## config.mk

```make
export PLATFORM = sky130hd
export DESIGN_NAME = cv32e40s_zcmp_sequencer
export DESIGN_NICKNAME = d
export VERILOG_FILES = /design/src/rtl/cv32e40s_zcmp_sequencer_pkg.sv /design/src/rtl/cv32e40s_zcmp_sequencer.sv
export SDC_FILE = /design/constraint.sdc
export NUM_CORES = 1
export LEC_CHECK = 0
export ABC_AREA = 0
export BUFFER_PORTS_ARGS = -buffer_cell sky130_fd_sc_hd__buf_4
export CORE_MARGIN = 5
export CORE_UTILIZATION = 40
export DETAILED_ROUTE_END_ITERATION = 10
export MAX_ROUTING_LAYER = met4
export PLACE_DENSITY_LB_ADDON = 0.25
export SLEW_MARGIN = 25
export SYNTH_ARGS = -nofsm -noshare
export SYNTH_HDL_FRONTEND = slang
export SYNTH_SLANG_ARGS = --single-unit
```

## constraint.sdc

```tcl
create_clock -name clk -period 4 [get_ports clk]
set_input_delay 0.2 -clock clk [delete_from_list [all_inputs] [get_ports clk]]
set_output_delay 0.2 -clock clk [all_outputs]
set_load 0.01 [all_outputs]
```

## src/rtl/cv32e40s_zcmp_sequencer_pkg.sv

```systemverilog
// Shared types and RV32I opcode constants for the Zcmp micro-op sequencer.
package cv32e40s_zcmp_sequencer_pkg;

  typedef enum logic [2:0] {
    ZcmpPush,
    ZcmpPop,
    ZcmpPopret,
    ZcmpPopretz,
    ZcmpMvsa01,
    ZcmpMva01s
  } zcmp_op_e;

  typedef enum logic [0:0] {
    StIdle,
    StActive
  } seq_state_e;

  localparam logic [6:0] OPCODE_STORE = 7'h23;
  localparam logic [6:0] OPCODE_LOAD  = 7'h03;
  localparam logic [6:0] OPCODE_OPIMM = 7'h13;
  localparam logic [6:0] OPCODE_JALR  = 7'h67;

  localparam logic [2:0] F3_WORD = 3'b010;
  localparam logic [2:0] F3_ADDI = 3'b000;

endpackage

```

## src/rtl/cv32e40s_zcmp_sequencer.sv

```systemverilog
// Expands Zcmp push/pop/popret/popretz/mvsa01/mva01s into a stream of RV32I micro-ops,
// one per decoder handshake, with the first micro-op available combinationally.
module cv32e40s_zcmp_sequencer
  import cv32e40s_zcmp_sequencer_pkg::*;
#(
  parameter bit ZCMP_EN = 1'b1
) (
  input  logic        clk,
  input  logic        rst_n,
  input  logic [31:0] instr_i,
  input  logic        instr_valid_i,
  output logic        instr_ready_o,
  input  logic        kill_i,
  output logic        match_o,
  output logic [31:0] instr_o,
  output logic        instr_valid_o,
  input  logic        instr_ready_i,
  output logic        first_op_o,
  output logic        last_op_o
);

  localparam logic [4:0] RegX0 = 5'd0;
  localparam logic [4:0] RegRa = 5'd1;
  localparam logic [4:0] RegSp = 5'd2;
  localparam logic [4:0] RegA0 = 5'd10;
  localparam logic [4:0] RegA1 = 5'd11;

  function automatic logic [3:0] rlist_to_n(input logic [3:0] rlist);
    return (rlist == 4'd15) ? 4'd13 : rlist - 4'd3;
  endfunction

  function automatic logic [11:0] rlist_to_base(input logic [3:0] rlist);
    if (rlist <= 4'd7)       return 12'd16;
    else if (rlist <= 4'd11) return 12'd32;
    else if (rlist <= 4'd14) return 12'd48;
    else                     return 12'd64;
  endfunction

  function automatic logic [4:0] list_to_reg(input logic [3:0] j);
    case (j)
      4'd0:    return 5'd1;
      4'd1:    return 5'd8;
      4'd2:    return 5'd9;
      default: return {1'b0, j} + 5'd15;
    endcase
  endfunction

  // s0/s1 are x8/x9, s2..s7 are x18..x23
  function automatic logic [4:0] s_reg(input logic [2:0] r);
    return (r[2:1] == 2'b00) ? {4'b0100, r[0]} : {2'b10, r};
  endfunction

  function automatic logic [31:0] enc_i(input logic [11:0] imm, input logic [4:0] rs1,
                                        input logic [2:0] f3, input logic [4:0] rd,
                                        input logic [6:0] opc);
    return {imm, rs1, f3, rd, opc};
  endfunction

  function automatic logic [31:0] enc_s(input logic [11:0] imm, input logic [4:0] rs2,
                                        input logic [4:0] rs1, input logic [2:0] f3,
                                        input logic [6:0] opc);
    return {imm[11:5], rs2, rs1, f3, imm[4:0], opc};
  endfunction

  seq_state_e  state_q, state_d;
  logic [3:0]  cnt_q, cnt_d;

  logic [15:0] c_instr;
  logic [3:0]  rlist;
  logic [1:0]  spimm;
  logic [2:0]  r1s, r2s;
  zcmp_op_e    op;
  logic        op_known;
  logic        op_legal;
  logic [4:0]  n_ops;
  logic [3:0]  n_regs;
  logic [11:0] adj;
  logic [11:0] off;
  logic [4:0]  lreg;
  logic [3:0]  tail_idx;
  logic [31:0] uop;
  logic        handshake;
  logic        unused_instr_hi;

  assign c_instr         = instr_i[15:0];
  assign unused_instr_hi = ^instr_i[31:16];
  assign rlist           = c_instr[7:4];
  assign spimm           = c_instr[3:2];
  assign r1s             = c_instr[9:7];
  assign r2s             = c_instr[4:2];

  always_comb begin
    op       = ZcmpPush;
    op_known = 1'b0;
    if (c_instr[1:0] == 2'b10 && c_instr[15:13] == 3'b101) begin
      case (c_instr[12:8])
        5'b11000: begin op = ZcmpPush;    op_known = 1'b1; end
        5'b11010: begin op = ZcmpPop;     op_known = 1'b1; end
        5'b11100: begin op = ZcmpPopretz; op_known = 1'b1; end
        5'b11110: begin op = ZcmpPopret;  op_known = 1'b1; end
        default: begin
          if (c_instr[12:10] == 3'b011) begin
            if (c_instr[6:5] == 2'b01) begin
              op       = ZcmpMvsa01;
              op_known = 1'b1;
            end else if (c_instr[6:5] == 2'b11) begin
              op       = ZcmpMva01s;
              op_known = 1'b1;
            end
          end
        end
      endcase
    end
  end

  always_comb begin
    n_regs = rlist_to_n(rlist);
    case (op)
      ZcmpMvsa01: op_legal = (r1s != r2s);
      ZcmpMva01s: op_legal = 1'b1;
      default:    op_legal = (rlist >= 4'd4);
    endcase
    case (op)
      ZcmpPopret:              n_ops = {1'b0, n_regs} + 5'd2;
      ZcmpPopretz:             n_ops = {1'b0, n_regs} + 5'd3;
      ZcmpMvsa01, ZcmpMva01s:  n_ops = 5'd2;
      default:                 n_ops = {1'b0, n_regs} + 5'd1;
    endcase
  end

  // Micro-op k: register transfers first (highest list index first), then the tail ops.
  always_comb begin
    adj      = rlist_to_base(rlist) + {6'd0, spimm, 4'd0};
    off      = {6'd0, cnt_q + 4'd1, 2'b00};
    lreg     = list_to_reg(n_regs - 4'd1 - cnt_q);
    tail_idx = cnt_q - n_regs;
    uop      = 32'h0;
    case (op)
      ZcmpPush: begin
        if (cnt_q < n_regs) uop = enc_s(12'd0 - off, lreg, RegSp, F3_WORD, OPCODE_STORE);
        else                uop = enc_i(12'd0 - adj, RegSp, F3_ADDI, RegSp, OPCODE_OPIMM);
      end
      ZcmpPop, ZcmpPopret, ZcmpPopretz: begin
        if (cnt_q < n_regs) begin
          uop = enc_i(adj - off, RegSp, F3_WORD, lreg, OPCODE_LOAD);
        end else if (op == ZcmpPopretz && tail_idx == 4'd0) begin
          uop = enc_i(12'd0, RegX0, F3_ADDI, RegA0, OPCODE_OPIMM);
        end else if ((op == ZcmpPopretz && tail_idx == 4'd1) || tail_idx == 4'd0) begin
          uop = enc_i(adj, RegSp, F3_ADDI, RegSp, OPCODE_OPIMM);
        end else begin
          uop = enc_i(12'd0, RegRa, F3_ADDI, RegX0, OPCODE_JALR);
        end
      end
      ZcmpMvsa01: begin
        if (cnt_q == 4'd0) uop = enc_i(12'd0, RegA0, F3_ADDI, s_reg(r1s), OPCODE_OPIMM);
        else               uop = enc_i(12'd0, RegA1, F3_ADDI, s_reg(r2s), OPCODE_OPIMM);
      end
      ZcmpMva01s: begin
        if (cnt_q == 4'd0) uop = enc_i(12'd0, s_reg(r1s), F3_ADDI, RegA0, OPCODE_OPIMM);
        else               uop = enc_i(12'd0, s_reg(r2s), F3_ADDI, RegA1, OPCODE_OPIMM);
      end
      default: uop = 32'h0;
    endcase
  end

  // Output process
  always_comb begin
    match_o       = ZCMP_EN && instr_valid_i && op_known && op_legal;
    instr_o       = match_o ? uop : 32'h0;
    instr_valid_o = match_o && !kill_i;
    first_op_o    = (cnt_q == 4'd0);
    last_op_o     = match_o && ({1'b0, cnt_q} == n_ops - 5'd1);
    handshake     = instr_valid_o && instr_ready_i;
    instr_ready_o = handshake && last_op_o;
  end

  // Next-state process; kill_i takes priority over a simultaneous handshake
  always_comb begin
    state_d = state_q;
    cnt_d   = cnt_q;
    if (kill_i) begin
      state_d = StIdle;
      cnt_d   = 4'd0;
    end else if (handshake && last_op_o) begin
      state_d = StIdle;
      cnt_d   = 4'd0;
    end else if (handshake) begin
      state_d = StActive;
      cnt_d   = (state_q == StIdle) ? 4'd1 : cnt_q + 4'd1;
    end
  end

  always_ff @(posedge clk) begin
    if (!rst_n) begin
      state_q <= StIdle;
      cnt_q   <= 4'd0;
    end else begin
      state_q <= state_d;
      cnt_q   <= cnt_d;
    end
  end

  // The instruction must stay presented until its last micro-op is accepted or killed.
  assert property (@(posedge clk) disable iff (!rst_n)
                   (state_q == StActive) |-> (instr_valid_i || kill_i));

endmodule

```

==> results.json, run 1 <==
{
  "status": "finished, final reports clean",
  "post_synth.cell_area_avg_um2": 7.219,
  "timing.rr.end": "cnt_q[1]$_SDFFE_PP0P_",
  "detailed_place_hpwl_um": 5340,
  "power_per_cell_area_nw_per_um2": 146.8,
  "power.leakage_nw": 1.200,
  "rsz_0062_raised_after_global_routing": "no",
  "path_common_cell": "ha_1",
  "post-synth-top-area-cell": "ha_1",
  "cts_tree": "done",
  "finalCriticalPeriod_ps": 3631,
  "die_width_um": 84.07,
  "gp_routability_congestion": 0.8810,
  "track_usage": 0.1907,
  "crit_type": "in2out",
  "maxCapViolCount": 0,
  "whs_path_depth": 4,
  "detail_route.iter0.violations": 147,
  "ios": 74,
  "critical_path_required_ps": 3800,
  "ys_async_sr_fraction": 0,
  "antenna_found_initial": 0,
  "ctsResizeCount": 0,
  "number_of_global_route_vias_before_repair": 2348,
  "stdcell_area_um2": 2680,
  "clock_tree.htree_level_count": 1,
  "cp.arrival_ps": 3430,
  "worstSetupEndpointType": "output port",
  "worst_skew_pair.late_latency_ps": 220,
  "cts_hold_repair.buffers": 0,
  "nets": 415,
  "max-vdd-ir-drop_v": 0.0001796,
  "timing_max_transition_violations_final": 0,
  "synth_top_cell_area_share": 0.1311,
  "synthTopCellsByArea": "ha_1, nor2_1, a21oi_1",
  "drt_wl_total_um": 6519,
  "wl_per_cell_um": 15.41,
  "ant_nets": 0,
  "regToRegStartpoint": "cnt_q[2]$_SDFFE_PP0P_",
  "synth.yosys.warnings": 0,
  "number_of_synthesized_flops_with_an_enable_pin": 0,
  "critical_path.startpoint_type": "input port",
  "ys_top_cells_by_count": "nor2_1, a21oi_1, ha_1, nand2_1, inv_1",
  "relSlewSlack": 0.5370,
  "fmax_mhz": 275.4,
  "grt_start_max_net_pins": 22,
  "cts.path.max_buffers": 2,
  "antenna_cells": 0,
  "slew_at_the_pin_closest_to_its_max_slew_limit_ps": 693.2,
  "finalSetupViolations": 0,
  "num_rows": 27,
  "critical_path.max_fanout": 11,
  "critPathSlowestCell": "fa_1",
  "synth.ff_latch_count": 5,
  "synthesis.area_um2": 2195,
  "count_of_buffers_added_by_post_cts_timing_repair_for_setup": 0,
  "globalRouteOverflowTotal": 0,
  "grt_first_pass_wirelength_um": 11360,
  "ys_seq_area_frac": 0.04561,
  "io_buffer_count": 54,
  "cts.clk_slew.worst_paths_ps": 40,
  "min_period_over_period": 0.9076,
  "finalClockSkew_ps": 1.911,
  "n_fill_cell": 567,
  "cts_made_buffers": 3,
  "die-height_um": 84.07,
  "core-area_um2": 5405,
  "cpLargestDelayFamily": "adder cells",
  "drt_drc_violations_left": 0,
  "worst_hold_startpoint": "kill_i",
  "synth.lib_cells_used.distinct": 71,
  "worstPathCellList": "buf_4, ha_1, nand3_1, nand2_1, ha_1, fa_1, inv_1, ha_1, o31a_1, a21oi_1, o21ai_0, a221oi_1, buf_4",
  "area_growth_pct": 22.12,
  "layout-drive-gt1-share": 0.2279,
  "detail_route.first_pass.iterations": 4,
  "num_vias": 2382,
  "dpl-instance-area_um2": 2635,
  "reg2reg_setup_slack_ps": 2380,
  "rr_worst_depth": 5,
  "cts_root_buffer": "clkbuf_8",
  "most_frequent_cell_after_synthesis": "nor2_1",
  "start_util": 0.4060,
  "post-layout-total-power_mw": 0.3935,
  "drt-vias-per-instance": 5.631,
  "final_number_of_hold_violating_endpoints": 0,
  "crit_path_largest_cell_delay_ps": 630,
  "cp.buffers_inverters": 3,
  "hold_class": "in2reg",
  "synthFlopType": "dfxtp_1",
  "clock-sinks": 5,
  "timing.hold.worst_endpoint": "cnt_q[2]$_SDFFE_PP0P_",
  "finalSetupTns_ps": 0,
  "synthCells": 304,
  "fp.dieArea_um2": 7068
}
cell type report:
cell class              count  area [um^2]  area share
well taps                  72        90.09     0.03361
inverters                  16        60.06     0.02241
flip-flops and latches      5        100.1     0.03735
clock buffers               4        45.04     0.01681
repair buffers             57        427.9      0.1597
multi-input cells         269         1957      0.7302
worst max-delay path by stage:
stage	cells after the start	slack, ps	from	end
floorplan	14	1020	cnt_q[0]$_SDFFE_PP0P_	instr_o[10]
global placement	13	450	instr_i[14]	instr_ready_o
detailed placement	17	430	instr_i[4]	instr_o[10]
CTS	13	420	instr_i[4]	instr_o[24]
global route	17	50	instr_i[4]	instr_o[10]
finish	13	370	instr_i[4]	instr_o[24]
worst min-delay path: stages:
cell and delay (ps):
buf_4 100, nor2b_1 80, o21ai_0 80, nor2_1 40
registers in the layout (all words and copies together) (netlist names):
name	count
cnt_q	4
state_q	1
cell families (layout without fill, tap and decap cells):
group	Yosys count	in the layout	share of synthesized area
other	1	3	0.001709
xor gates and xnor gates	24	24	0.1021
AOI/OAI and AO/OA	85	85	0.2771
adders and majority gates	26	26	0.1585
buffers and inverters	32	77	0.06613
and+or+nand+nor	125	125	0.3216
muxes	6	6	0.02737
DFF	5	5	0.04561
stage by stage:
step                utilization  std cells  hold WS, ps  setup WS, ps
CTS                      0.4958        423        332.1         421.0
floorplan                     -        306        396.0          1022
finish                   0.4958        423        330.5         369.5
global placement         0.4875        419        553.0         449.2
detailed placement       0.4875        419        559.9         433.1
global route             0.4958        423        376.1         54.91
routing by layer:
layer  global-route usage  wire length, um  vias to the layer above
met5                    -                0                        -
met4              0.03947               55                        0
met3              0.01777              257                        8
met2               0.3013             2964                       63
met1               0.2638             3241                     1110
li1                     -                -                     1201
cells in the final DEF (no fill, tap or decap), types with 2 or more instances in the layout:
master / count
a211oi_1: 4
a21boi_0: 2
a21o_1: 4
a21oi_1: 23
a221oi_1: 2
a22oi_1: 2
a31o_2: 2
a31oi_1: 5
and2_1: 4
and3_1: 6
and4b_1: 2
buf_4: 57
clkbuf_8: 3
conb_1: 3
dfxtp_1: 5
fa_1: 3
ha_1: 23
inv_1: 16
mux2i_1: 6
nand2_1: 23
nand2b_1: 4
nand3_1: 7
nand3b_1: 2
nor2_1: 31
nor2b_1: 9
nor3_1: 12
nor3b_2: 3
nor4_1: 4
nor4b_1: 2
o211ai_1: 3
o21a_1: 2
o21ai_0: 13
o22ai_1: 3
or2_2: 2
or3_1: 3
xnor2_1: 13
xor2_1: 10
where the power goes:
group          switching (mW)  total, mW  internal [mW]  leakage (nW)
registers          0.00000526     0.0502         0.0502        0.0402
logic                   0.143      0.251          0.107          1.14
clock network          0.0243     0.0927         0.0684        0.0228
Power figures use the tool's default switching activity.
==> run 2: changes to the inputs <==
CORE_ASPECT_RATIO = 0.9   (was unset)
==> results.json, run 2 (synthesis results as in run 1) <==
{
  "hold-worst-slack_ps": 320.6,
  "gp_routability_congestion": 0.8852,
  "post-layout-total-power_mw": 0.3910,
  "final_common_cell": "buf_4",
  "num_vias": 2397,
  "cellInternalPower_mw": 0.2257,
  "top_library_cells_by_usage_in_the_layout_fill_and_taps_aside": "buf_4, nor2_1, a21oi_1, nand2_1, ha_1",
  "largest_register_ff_count": 4,
  "critical_path_required_ps": 3800,
  "hold_class": "in2reg",
  "placed_cells": 414,
  "p_clk_frac": 0.238,
  "rsz_0062_raised_after_global_routing": "no",
  "power.leakage_nw": 1.200,
  "antenna_cells": 0,
  "dpl-instance-area_um2": 2629,
  "slew_at_the_pin_closest_to_its_max_slew_limit_ps": 713.2,
  "drt_wl_total_um": 6568,
  "critical_path.max_fanout": 11,
  "io_buffer_count": 54,
  "layout-drive-gt1-share": 0.2279,
  "track_usage": 0.1932,
  "cp.buffers_inverters": 2,
  "drt_drc_violations_left": 0,
  "worst_skew_pair.late_latency_ps": 220,
  "cp.arrival_ps": 3410,
  "count_of_buffers_added_by_post_cts_timing_repair_for_setup": 0,
  "num_rows": 25,
  "registers_with_the_most_flip_flops": "cnt_q (4), state_q (1)",
  "grt_first_pass_wirelength_um": 10940,
  "start_util": 0.4151,
  "switching_share": 0.4227,
  "worstSetupEndpointType": "output port",
  "crit_type": "in2out",
  "largest-register": "cnt_q",
  "ctsResizeCount": 0,
  "critPathSlowestCell": "fa_1",
  "final_number_of_hold_violating_endpoints": 0,
  "worst_hold_startpoint": "kill_i",
  "timing_max_transition_violations_final": 0,
  "globalRouteOverflowTotal": 0,
  "ios": 74,
  "regToRegStartpoint": "cnt_q[2]$_SDFFE_PP0P_",
  "detail_route.first_pass.iterations": 4,
  "finalSetupTns_ps": 0,
  "finalCriticalPeriod_ps": 3613,
  "max-vdd-ir-drop_v": 0.0001960,
  "cts.path.max_buffers": 2,
  "path_common_cell": "ha_1",
  "clock-sinks": 5,
  "crit_path_largest_cell_delay_ps": 600,
  "critical_path.startpoint_type": "input port",
  "maxCapViolCount": 0,
  "detail_route.iter0.violations": 150,
  "setup.worst_path.start": "instr_i[4]",
  "detailed_place_hpwl_um": 5345,
  "finalClockSkew_ps": 2.736,
  "min_period_over_period": 0.9033,
  "cpLargestDelayFamily": "adder cells",
  "clock_tree.htree_level_count": 1,
  "core-area_um2": 5286,
  "final_cells": 418,
  "die-height_um": 80.27,
  "wl_per_cell_um": 15.71,
  "number_of_global_route_vias_before_repair": 2256,
  "power_per_cell_area_nw_per_um2": 146.2,
  "area_growth_pct": 21.84,
  "nets": 415,
  "fp.dieArea_um2": 7070,
  "relSlewSlack": 0.5237,
  "drt-vias-per-instance": 5.734,
  "cts.clk_slew.worst_paths_ps": 40,
  "antenna_found_initial": 0,
  "finalSetupViolations": 0,
  "worstPathCellList": "buf_4, ha_1, nand3_1, nand2_1, ha_1, fa_1, ha_1, nor2b_1, mux2i_1, o21ai_1, nand2_1, or3_1, a31oi_1, buf_4",
  "cts_made_buffers": 3,
  "die_width_um": 88.08,
  "fmax_mhz": 276.8,
  "p_switching_mw": 0.1653,
  "comb_power_share": 0.634,
  "seqPwrFrac": 0.128,
  "ant_nets": 0,
  "status": "finished, final reports clean",
  "cts_hold_repair.buffers": 0,
  "grt_start_max_net_pins": 27,
  "cts_tree": "done",
  "stdcell_area_um2": 2674,
  "cts_root_buffer": "clkbuf_8",
  "n_fill_cell": 533
}
==> run 2: final cells by class <==
type | count | area (um^2) | area share
clock buffers | 4 | 45.04 | 0.01685
inverters | 16 | 60.06 | 0.02246
multi-input cells | 269 | 1957 | 0.7319
flip-flops and latches | 5 | 100.1 | 0.03744
well taps | 67 | 83.83 | 0.03135
repair buffers | 57 | 427.9 | 0.1600
==> run 2: worst paths after layout <==
check | slack [ps] | cells past startpoint | end
min | 320 | 4 | cnt_q[2]$_SDFFE_PP0P_
max | 390 | 14 | instr_o[27]
max reg2reg | 2310 | 5 | state_q$_SDFFE_PP0P_
min reg2reg | 590 | 2 | state_q$_SDFFE_PP0P_
==> run 2: per-stage QoR <==
stage,setup slack (ps),utilization
3_3_place_gp,497.9,0.4973
3_5_place_dp,429.8,0.4973
5_1_grt,179.3,0.5058
6_report,386.7,0.5058
2_1_floorplan,1022,-
4_1_cts,411.5,0.5058
==> run 2: power groups by stage <==
stage / Sequential, mW / Clock (mW) / Combinational, mW
2_1_floorplan: 0.0509 / 0 / 0.189
3_3_place_gp: 0.0509 / 0 / 0.241
3_5_place_dp: 0.0509 / 0 / 0.245
4_1_cts: 0.0502 / 0.0953 / 0.246
5_1_grt: 0.0501 / 0.101 / 0.279
6_report: 0.0502 / 0.0930 / 0.248
==> run 2: worst min-delay path, cell delays in order <==
cell and delay (ps):
buf_4 100, nor2b_1 80, o21ai_0 80, nor2_1 40
==> run 2: per-layer routing <==
metal	global-route usage	routed length, um
met4	0.03323	54
met2	0.2907	2875
met3	0.02256	541
met5	-	0
met1	0.2801	3096
==> run 3: changes to the inputs <==
CORE_UTILIZATION = 52   (was 40)
==> results.json, run 3 (synthesis results as in run 1) <==
{
  "ios": 74,
  "top_library_cells_by_usage_in_the_layout_fill_and_taps_aside": "buf_4, nor2_1, a21oi_1, nand2_1, ha_1",
  "critical_path.startpoint_type": "input port",
  "critPathSlowestCell": "fa_1",
  "crit_type": "in2out",
  "relSlewSlack": 0.5755,
  "ant_nets": 0,
  "number_of_global_route_vias_before_repair": 2148,
  "drt_wl_total_um": 6116,
  "worst_skew_pair.late_latency_ps": 210,
  "critical_path.max_fanout": 11,
  "finalSetupViolations": 0,
  "detailed_place_hpwl_um": 5048,
  "finalClockSkew_ps": 0.6806,
  "clock_tree.htree_level_count": 1,
  "track_usage": 0.2275,
  "placed_cells": 396,
  "cp.buffers_inverters": 2,
  "nets": 416,
  "slew_at_the_pin_closest_to_its_max_slew_limit_ps": 635.5,
  "count_of_buffers_added_by_post_cts_timing_repair_for_setup": 0,
  "worstSetupEndpointType": "output port",
  "fp.dieArea_um2": 5622,
  "largest_register_ff_count": 4,
  "wl_per_cell_um": 15.29,
  "power_per_cell_area_nw_per_um2": 146.1,
  "cp.arrival_ps": 3320,
  "min_period_over_period": 0.8810,
  "cts_made_buffers": 3,
  "max-vdd-ir-drop_v": 0.0003506,
  "finalCriticalPeriod_ps": 3524,
  "grt_first_pass_wirelength_um": 10340,
  "registers_with_the_most_flip_flops": "cnt_q (4), state_q (1)",
  "die_width_um": 78.48,
  "final_common_cell": "buf_4",
  "globalRouteOverflowTotal": 0,
  "worstPathCellList": "buf_4, ha_1, nand3_1, nand2_1, ha_1, fa_1, ha_1, nor2b_1, mux2i_1, o21ai_1, nand2_1, or3_1, a31oi_1, buf_4",
  "hold_class": "in2reg",
  "num_rows": 22,
  "timing_max_transition_violations_final": 0,
  "drt-vias-per-instance": 5.938,
  "crit_path_largest_cell_delay_ps": 600,
  "antenna_found_initial": 0,
  "drt_drc_violations_left": 0,
  "critical_path_required_ps": 3800,
  "cts.clk_slew.worst_paths_ps": 30,
  "grt_start_max_net_pins": 25,
  "post-layout-total-power_mw": 0.3883,
  "finalSetupTns_ps": 0,
  "core-area_um2": 4074,
  "cts_tree": "done",
  "num_vias": 2375,
  "path_common_cell": "ha_1",
  "ctsResizeCount": 0,
  "detail_route.first_pass.iterations": 4,
  "die-height_um": 71.63,
  "power.leakage_nw": 1.206,
  "io_buffer_count": 54,
  "cts_hold_repair.buffers": 0,
  "detail_route.iter0.violations": 172,
  "fin_util": 0.6523,
  "start_util": 0.5387,
  "area_growth_pct": 21.09,
  "gp_routability_congestion": 0.9387,
  "largest-register": "cnt_q",
  "fmax_mhz": 283.8,
  "antenna_cells": 0,
  "final_number_of_hold_violating_endpoints": 0,
  "rsz_0062_raised_after_global_routing": "no",
  "cpLargestDelayFamily": "adder cells",
  "status": "finished, final reports clean",
  "layout-drive-gt1-share": 0.2301,
  "cts.path.max_buffers": 2,
  "maxCapViolCount": 0,
  "cts_root_buffer": "clkbuf_8",
  "clock-sinks": 5,
  "final_cells": 400
}
## run 3: area by class of cell
| cell class | count | area [um^2] |
|---|---|---|
| Clock buffer | 4 | 45.04 |
| Fill cell | 393 | 1416 |
| Sequential cell | 5 | 100.1 |
| Multi-Input combinational cell | 269 | 1957 |
| Timing Repair Buffer | 58 | 435.4 |
| Inverter | 16 | 60.06 |
| Tap cell | 48 | 60.06 |
## run 3: worst paths after layout
path | start | to | slack, ps | cells past startpoint
setup / recovery | instr_i[4] | instr_o[27] | 480 | 14
hold / removal | kill_i | cnt_q[1]$_SDFFE_PP0P_ | 330 | 4
setup reg to reg | cnt_q[2]$_SDFFE_PP0P_ | cnt_q[2]$_SDFFE_PP0P_ | 2320 | 5
hold reg to reg | state_q$_SDFFE_PP0P_ | state_q$_SDFFE_PP0P_ | 590 | 2
## run 3: stage by stage
stage | setup WS (ps) | hold WS [ps] | area (um^2)
3_5_place_dp | 496.2 | 555.6 | 2613
6_report | 476.0 | 327.1 | 2658
5_1_grt | 217.0 | 344.5 | 2658
2_1_floorplan | 1022 | 396.0 | 2202
4_1_cts | 492.2 | 332.1 | 2658
3_3_place_gp | 501.4 | 549.4 | 2613
## run 3: report_power, final
part / internal (mW) / switching [mW] / total (mW)
registers: 0.0502 / 0.00000357 / 0.0502
logic: 0.108 / 0.141 / 0.249
clock network: 0.0681 / 0.0213 / 0.0895
total: 0.226 / 0.162 / 0.388
## run 3: metal layers
layer  vias to the layer above  global-route usage  wire, um
met5                         -                   -         0
met4                         0             0.01165         6
met3                         2             0.03266       508
met2                        80              0.3555      2695
met1                      1093              0.3268      2905
li1                       1200                   -         -
## run 3: worst min-delay path, stage by stage
cell	delay, ps
buf_4	100
nor2b_1	70
o21ai_0	80
nor2_1	40
